File: src/rtl/sum_bcd_pkg.sv
// ============================================================================
// sum_bcd_pkg
// Shared definitions for the sum binary-to-BCD converter:
//   - state_t        : converter FSM states (IDLE, SHIFT, DONE)
//   - BCD_ADJ_THRESH : digit value at/above which the add-3 correction applies
//   - BCD_ADJ_ADD    : the correction added to a digit before each shift
//   - cnt_width()    : width of a down-counter that must hold the value w
// ============================================================================
package sum_bcd_pkg;

    typedef enum logic [1:0] {
        IDLE  = 2'd0,
        SHIFT = 2'd1,
        DONE  = 2'd2
    } state_t;

    localparam logic [3:0] BCD_ADJ_THRESH = 4'd5;
    localparam logic [3:0] BCD_ADJ_ADD    = 4'd3;

    // Bits needed to hold the value w itself (the counter is loaded with w).
    function automatic int cnt_width(input int w);
        return (w < 1) ? 1 : $clog2(w + 1);
    endfunction

endpackage

File: src/rtl/sum_bcd_converter_digit_adj.sv
// ============================================================================
// bcd_digit_adj
// Combinational double-dabble correction for one BCD digit:
//   adjusted = (digit >= 5) ? digit + 3 : digit
// Applied before the left shift so a digit that would become >= 10 after
// doubling carries correctly into the next digit instead.
// Ports:
//   digit     input  [3:0]  current scratch digit (0..9)
//   adjusted  output [3:0]  corrected digit (0..12, never carries out)
// ============================================================================
module bcd_digit_adj
    import sum_bcd_pkg::*;
(
    input  logic [3:0] digit,
    output logic [3:0] adjusted
);

    always_comb begin
        if (digit >= BCD_ADJ_THRESH) begin
            adjusted = digit + BCD_ADJ_ADD;
        end else begin
            adjusted = digit;
        end
    end

endmodule

File: src/rtl/sum_bcd_converter.sv
// ============================================================================
// sum_bcd_converter
// Sequential binary-to-BCD converter (shift-and-add-3), one bit per clock,
// placed after the 8-bit operand adder so the 9-bit sum (carry as MSB) can be
// shown on decimal seven-segment displays.
//
// Parameters:
//   WIDTH   binary input width (default 9)
//   DIGITS  BCD digits produced (default 3); 2^WIDTH-1 must fit in DIGITS
//           decimal digits
// Ports:
//   CLK      input                 rising-edge clock
//   reset_n  input                 asynchronous active-low reset
//   start    input                 conversion request, accepted in IDLE or on
//                                  the edge leaving DONE (back-to-back)
//   bin      input  [WIDTH-1:0]    value to convert, captured on accept
//   busy     output                high from accept until the edge leaving DONE
//   done     output                one-cycle pulse, bcd/blank valid
//   bcd      output [4*DIGITS-1:0] digit i at [4i+3:4i], digit 0 = ones
//   blank    output [DIGITS-1:0]   leading-zero blank mask
//
// Build option: macro BCD_LEADING_BLANK_EN enables the leading-zero blank
// mask; without it blank is tied to 0 and no blanking logic exists.
//
// Latency: done is high in the cycle following the WIDTH-th edge after the
// accepting edge. All outputs are registered.
// ============================================================================
module sum_bcd_converter
    import sum_bcd_pkg::*;
#(
    parameter int WIDTH  = 9,
    parameter int DIGITS = 3
) (
    input  logic                  CLK,
    input  logic                  reset_n,
    input  logic                  start,
    input  logic [WIDTH-1:0]      bin,
    output logic                  busy,
    output logic                  done,
    output logic [4*DIGITS-1:0]   bcd,
    output logic [DIGITS-1:0]     blank
);

    localparam int CW = cnt_width(WIDTH);
    localparam int SW = 4 * DIGITS;

    state_t             state_reg;
    logic [WIDTH-1:0]   shift_reg;
    logic [SW-1:0]      scratch_reg;
    logic [CW-1:0]      count_reg;
    logic               busy_reg;
    logic               done_reg;
    logic [SW-1:0]      bcd_reg;

    logic [SW-1:0]      adj_scratch;
    logic [SW-1:0]      scratch_next;
    logic               last_shift;

    // Per-digit add-3 correction; digits are corrected independently with no
    // carry between them.
    generate
        for (genvar gi = 0; gi < DIGITS; gi++) begin : g_adj
            bcd_digit_adj u_adj (
                .digit    (scratch_reg[4*gi +: 4]),
                .adjusted (adj_scratch[4*gi +: 4])
            );
        end
    endgenerate

    // Corrected scratch shifted left, pulling in the next binary MSB.
    assign scratch_next = {adj_scratch[SW-2:0], shift_reg[WIDTH-1]};
    assign last_shift   = (state_reg == SHIFT) && (count_reg == CW'(1));

    always_ff @(posedge CLK or negedge reset_n) begin
        if (!reset_n) begin
            state_reg   <= IDLE;
            shift_reg   <= '0;
            scratch_reg <= '0;
            count_reg   <= '0;
            busy_reg    <= 1'b0;
            done_reg    <= 1'b0;
            bcd_reg     <= '0;
        end else begin
            case (state_reg)
                IDLE: begin
                    done_reg <= 1'b0;
                    if (start) begin
                        shift_reg   <= bin;
                        scratch_reg <= '0;
                        count_reg   <= CW'(WIDTH);
                        busy_reg    <= 1'b1;
                        state_reg   <= SHIFT;
                    end
                end
                SHIFT: begin
                    shift_reg   <= {shift_reg[WIDTH-2:0], 1'b0};
                    scratch_reg <= scratch_next;
                    count_reg   <= count_reg - CW'(1);
                    // The final shift's result goes straight to the output
                    // register so bcd is valid in the same cycle as done.
                    if (last_shift) begin
                        bcd_reg   <= scratch_next;
                        done_reg  <= 1'b1;
                        state_reg <= DONE;
                    end
                end
                DONE: begin
                    done_reg <= 1'b0;
                    // A request on the edge leaving DONE starts the next
                    // conversion immediately, keeping busy high.
                    if (start) begin
                        shift_reg   <= bin;
                        scratch_reg <= '0;
                        count_reg   <= CW'(WIDTH);
                        state_reg   <= SHIFT;
                    end else begin
                        busy_reg  <= 1'b0;
                        state_reg <= IDLE;
                    end
                end
                default: begin
                    busy_reg  <= 1'b0;
                    done_reg  <= 1'b0;
                    state_reg <= IDLE;
                end
            endcase
        end
    end

    assign busy = busy_reg;
    assign done = done_reg;
    assign bcd  = bcd_reg;

`ifdef BCD_LEADING_BLANK_EN
    logic [DIGITS-1:0] blank_reg;
    logic [DIGITS-1:0] blank_next;

    // Walk from the most significant digit down; a digit is blanked while it
    // and everything above it are zero. The ones digit always shows.
    always_comb begin
        logic zero_above;
        blank_next = '0;
        zero_above = 1'b1;
        for (int i = DIGITS - 1; i >= 1; i--) begin
            zero_above    = zero_above && (scratch_next[4*i +: 4] == 4'd0);
            blank_next[i] = zero_above;
        end
    end

    always_ff @(posedge CLK or negedge reset_n) begin
        if (!reset_n) begin
            blank_reg <= '0;
        end else if (last_shift) begin
            blank_reg <= blank_next;
        end
    end

    assign blank = blank_reg;
`else
    assign blank = '0;
`endif

endmodule

File: config.mk
export PLATFORM = sky130hd
export DESIGN_NAME = sum_bcd_converter
export DESIGN_NICKNAME = d
export VERILOG_FILES = /design/src/rtl/sum_bcd_pkg.sv /design/src/rtl/sum_bcd_converter_digit_adj.sv /design/src/rtl/sum_bcd_converter.sv
export SDC_FILE = /design/constraint.sdc
export NUM_CORES = 1
export LEC_CHECK = 0
export CORE_ASPECT_RATIO = 0.75
export CORE_MARGIN = 10
export CORE_UTILIZATION = 54
export CTS_CLUSTER_SIZE = 14
export DETAILED_ROUTE_END_ITERATION = 12
export PLACE_DENSITY = 0.86
export REMOVE_ABC_BUFFERS = 1
export SETUP_SLACK_MARGIN = 0.1
export SLEW_MARGIN = 30
export SYNTH_ARGS = -nofsm -noshare
export SYNTH_HDL_FRONTEND = slang
export SYNTH_HIERARCHICAL = 1
export SYNTH_SLANG_ARGS = --single-unit
File: constraint.sdc
create_clock -name CLK -period 1.6 [get_ports CLK]
set_clock_uncertainty 0.05 [all_clocks]
set_input_delay 0.32 -clock CLK [delete_from_list [all_inputs] [get_ports CLK]]
set_output_delay 0.32 -clock CLK [all_outputs]
set_load 0.01 [all_outputs]
; Yosys cells after proc, flatten, opt, wreduce, memory -nomap -nowiden
; Cells that the tools add are included.
[word_totals]
reg_bits = 41
latchBits = 0
ram_bits = 0
romBits = 0
out_inout_bits = 17
memories = 0
[classes]
addsub = 4
mul = 0
div_mod_pow = 0
magnitude_cmp = 3
eq_ne = 7
shifts = 0
n_mux = 18
bitwise = 1
n_reduce_logical = 8
[op_table]
columns = cell, count
row1 = $pmux 12 s2, 1
row2 = $pmux 9 s2, 1
row3 = $ge 4x3->1 const B, 3
row4 = $mux 12, 1
row5 = $mux 4, 3
row6 = $mux 9, 1
row7 = $add 4x2->4 const B, 2
row8 = $pmux 4 s2, 1
row9 = $ne 2x2->1 const B, 3
row10 = $pmux 2 s3, 1
row11 = $reduce_and 2->1, 3
row12 = $mux 1, 5
row13 = $eq 4x1->1 const B, 1
row14 = $mux 2, 2
row15 = $sub 4x1->4 const B, 1
row16 = $add 3x2->3 const B, 1
row17 = $mux 3, 1
row18 = $pmux 1 s3, 1
row19 = $reduce_and 3->1, 1
row20 = $eq 2x1->1 const B, 1
row21 = $eq 2x2->1 const B, 1
row22 = $logic_not 2->1, 1
row23 = $ne 2x1->1 const B, 1
row24 = $reduce_bool 2->1, 1
row25 = 3 further kinds, 3

; Longest topological paths before layout
[logic_depth]
word_depth = 4
mapped_depth = 6
mapped_depth_nobuf = 6

; By module
; The synthesis kept the hierarchy.
[modules_own_cells]
columns = mod, n_inst, cells_per_inst, area_per_inst_um2, seq_area_each_um2
row1 = sum_bcd_converter, 1, 130, 1711.6, 1026.0
row2 = bcd_digit_adj, 3, 16, 101.3, 0.0

; Worst setup path before layout
; Ideal clock, no wire load.
[synth_timing]
path_type = reg2reg
from = register count_reg[1]
to = register bcd_reg[0], in the netlist bcd[0]
arrival_time_ns = 1.320
required_ns = 1.425
path_slack_ns = 0.105
path_stages_with_launch = 7
synth_period_minus_slack_ns = 1.495
cell_sequence = dfrtp_1 -> inv_1 -> ha_1 -> nor3b_2 -> nand2_2 -> buf_6 -> mux2_4
[synth_via]
elab_chain_cells = 3
[synth_rtl]
columns = item, line_no
row1 = from (decl), sum_bcd_converter.sv:50  ; logic [CW-1:0] count_reg;
row2 = from (signal assigned), sum_bcd_converter.sv:90  ; count_reg <= CW'(WIDTH);
row3 = from (signal assigned), sum_bcd_converter.sv:98  ; count_reg <= count_reg - CW'(1);
row4 = from (signal assigned), sum_bcd_converter.sv:114  ; count_reg <= CW'(WIDTH);
row5 = $eq 4x1->1, sum_bcd_converter.sv:72  ; assign last_shift = (state_reg == SHIFT) && (count_reg == CW'(1));
row6 = $logic_and 1x1->1, sum_bcd_converter.sv:72
row7 = $reduce_and 2->1 (no line), -
row8 = to (signal assigned), sum_bcd_converter.sv:102  ; bcd_reg <= scratch_next;
row9 = to (decl), sum_bcd_converter.sv:53  ; logic [SW-1:0] bcd_reg;
; Every way passes these cells.
; A chain may end at the register's enable or synchronous reset.

; Worst setup path in the final report
[layout_timing]
from = register state_reg[0]
to = register bcd_reg[6], in the netlist bcd[6]
[layout_via]
elab_chain_cells = 3
[layout_rtl]
columns = item, line_no
row1 = from (decl), sum_bcd_converter.sv:47  ; state_t state_reg;
row2 = from (signal assigned), sum_bcd_converter.sv:76  ; state_reg <= IDLE;
row3 = from (signal assigned), sum_bcd_converter.sv:92  ; state_reg <= SHIFT;
row4 = from (signal assigned), sum_bcd_converter.sv:104  ; state_reg <= DONE;
row5 = $eq 2x1->1 *, "sum_bcd_converter.sv:72, sum_bcd_converter.sv:84"
row6 = $logic_and 1x1->1, sum_bcd_converter.sv:72
row7 = $reduce_and 2->1 (no line) *, -
; Mark *: on every way between the ends. The rest lies on a longest branch, timed or not.

==> impl_results.md <==
- Count of final setup violators: 5
- Peak Freq: around 620 MHz
- Post-DP HPWL: 2840 µm
- ANT cells: 0
- Vias in the first global route: 1456
- Max transition margin: 66.0%
- Final GP Congestion: 0.796
- Multi-input logic area: ~1000 µm²
- Residual DRC count: 0
- Worst path required time: 1.75 ns
- Pwr dens: 2150 nW/µm²
- Total Nets Final: around 240
- Post-route cell area: between 2000 and 3000 µm²
- Wirelength per Cell: 16.8 µm
- Failing checks: setup timing
- Count of input and output buffers: 25
- Clk pwr share: 15.3%
- Worst-skew pair later-pin latency: about 0.31 ns
- CTS tree: built
- Setup slack after layout: -0.0104 ns
- Internal: 3.58 mW
- Combinational power share: 51.4%
- Cells after DPL: 251
- Crit Path Max Fanout: 16
- Die Y: between 70 and 80 µm
- Crit path DAT: 1.76 ns
- Hold Path Class: in2async
- Root buf cell: clkbuf_8
- Final ANT Viol Nets: 0
- Clk buf depth: 2
- Total negative slack: -0.0392 ns
- # fillers: approximately 240
- Kind of critical path: reg2reg
- Placeable Area: 3610 µm²
- PnR Total Power: about 5.8 mW
- Max-slew violations: 0
- Post-Syn Instances: 174
- First-pass iteration count of the detailed router: 4
- Highest-count cells in the layout ignoring fill and taps: dfrtp_1, buf_4, nand2_1, dlygate4sd2_1, a22o_1
- Mapped Avg Cell Area: 11.5 µm²
- Slew @ Worst Pin: 0.509 ns
- Initial Util: 55.2%
- Worst R2R Path Depth: 5
- Max VDD drop: about 1300 µV
- Net switching power: 2.18 mW
- Rows: 19
- # IOs: 29
- Gr ovfl total: 0
- Critical Path Sink Type: register
- Status: finished with violations
- DR vias: 1506
- Post-Layout Cell Count: 271
- Most common cell after layout, fill and taps aside: dfrtp_1
- Area growth syn-to-layout: 34.5%
- Total of max-cap violations: 0
- Sw Ratio: 37.9%
- Clk slew on worst S/H paths: 0.08 ns
- Initial DRC Count: 117
- DRT Wirelength: 4540 µm
- Final Hold Viols: 0
- Register share of total power: 33.2%
- Placed cell area: 2330 µm²
- Ys Warns: 6
- Final Util: 74.3%
- Die ar.: 6550 µm²
- Die width: 90.2 µm
- Total GRT Usage: about an eighth
- Leakage Power: 1.32 nW
- Antenna violations before repair: 0
- Layout cell share with drive strength beyond 1: 31.1%
- H-tree level count: 2
- Sequential standard cell area: a little over 1000 µm²
- Pin count of the biggest net entering global routing: 42
- Startpoint types: register
- Num CTS Buffers: 5
- RSZ-0062 raised after global routing: yes
- Mapped cell area: 2000 µm²
- Clock sink count: slightly above 40
- Vias per inst: 5.56
- First-pass GRT wire length: 6980 µm
- DP Worst Slack: -0.411 ns
- Tcrit/Tclk final: 101%
- Minimum clock period: 1.61 ns
- Worst hold slack: 0.0120 ns
power groups by stage:
stage	sequential (mW)	combinational, mW	clock [mW]
after detailed placement	1.87	2.44	0
after floorplan	1.90	1.48	0
final	1.91	2.96	0.884
after global placement	1.82	2.31	0
after CTS	1.86	2.39	0.891
after global routing	1.97	3.23	0.938
routing by layer:
layer	track usage, %	wire, µm
met3	5.24	431
met2	21.5	2090
met4	6.87	63
met1	15.1	1960
met5	0	0
final timing paths:
| check | from | to | slack, ns |
|---|---|---|---|
| worst max-delay path | state_reg[0] | bcd[6] | -0.01 |
| worst min-delay path | reset_n | bcd[4] | 0.01 |
| worst max register to register | state_reg[0] | bcd[6] | -0.01 |
| worst min register to register | shift_reg[1] | shift_reg[1] | 0.45 |
| max in group asynchronous | reset_n | count_reg[0] | 1.10 |
| min in group CLK | shift_reg[1] | shift_reg[1] | 0.45 |
critical path, cell delays in order, from the launching register on:
cell and delay [ns]:
dfrtp_1 0.43, nor2b_4 0.23, buf_8 0.18, nand2_2 0.13, clkbuf_16 0.20, mux2_4 0.29
timing repair:
item | in CTS | in global routing
endpoints found under the setup margin | 48 | 34
setup buffers | 2 | 9
gates resized for setup | 17 | 30
hold buffers | 0 | 0
pin swaps | 1 | 7
gates cloned | 0 | 1
cell type report:
class	instances	share of cell area [%]
sequential	41	38.3
clock inverter	2	1.40
clock buffer	6	3.08
multi-input combinational	115	37.8
inverter	9	1.26
timing repair buffer	46	15.8
tap	52	2.42
Note: power is estimated with default switching activity, not from simulation.
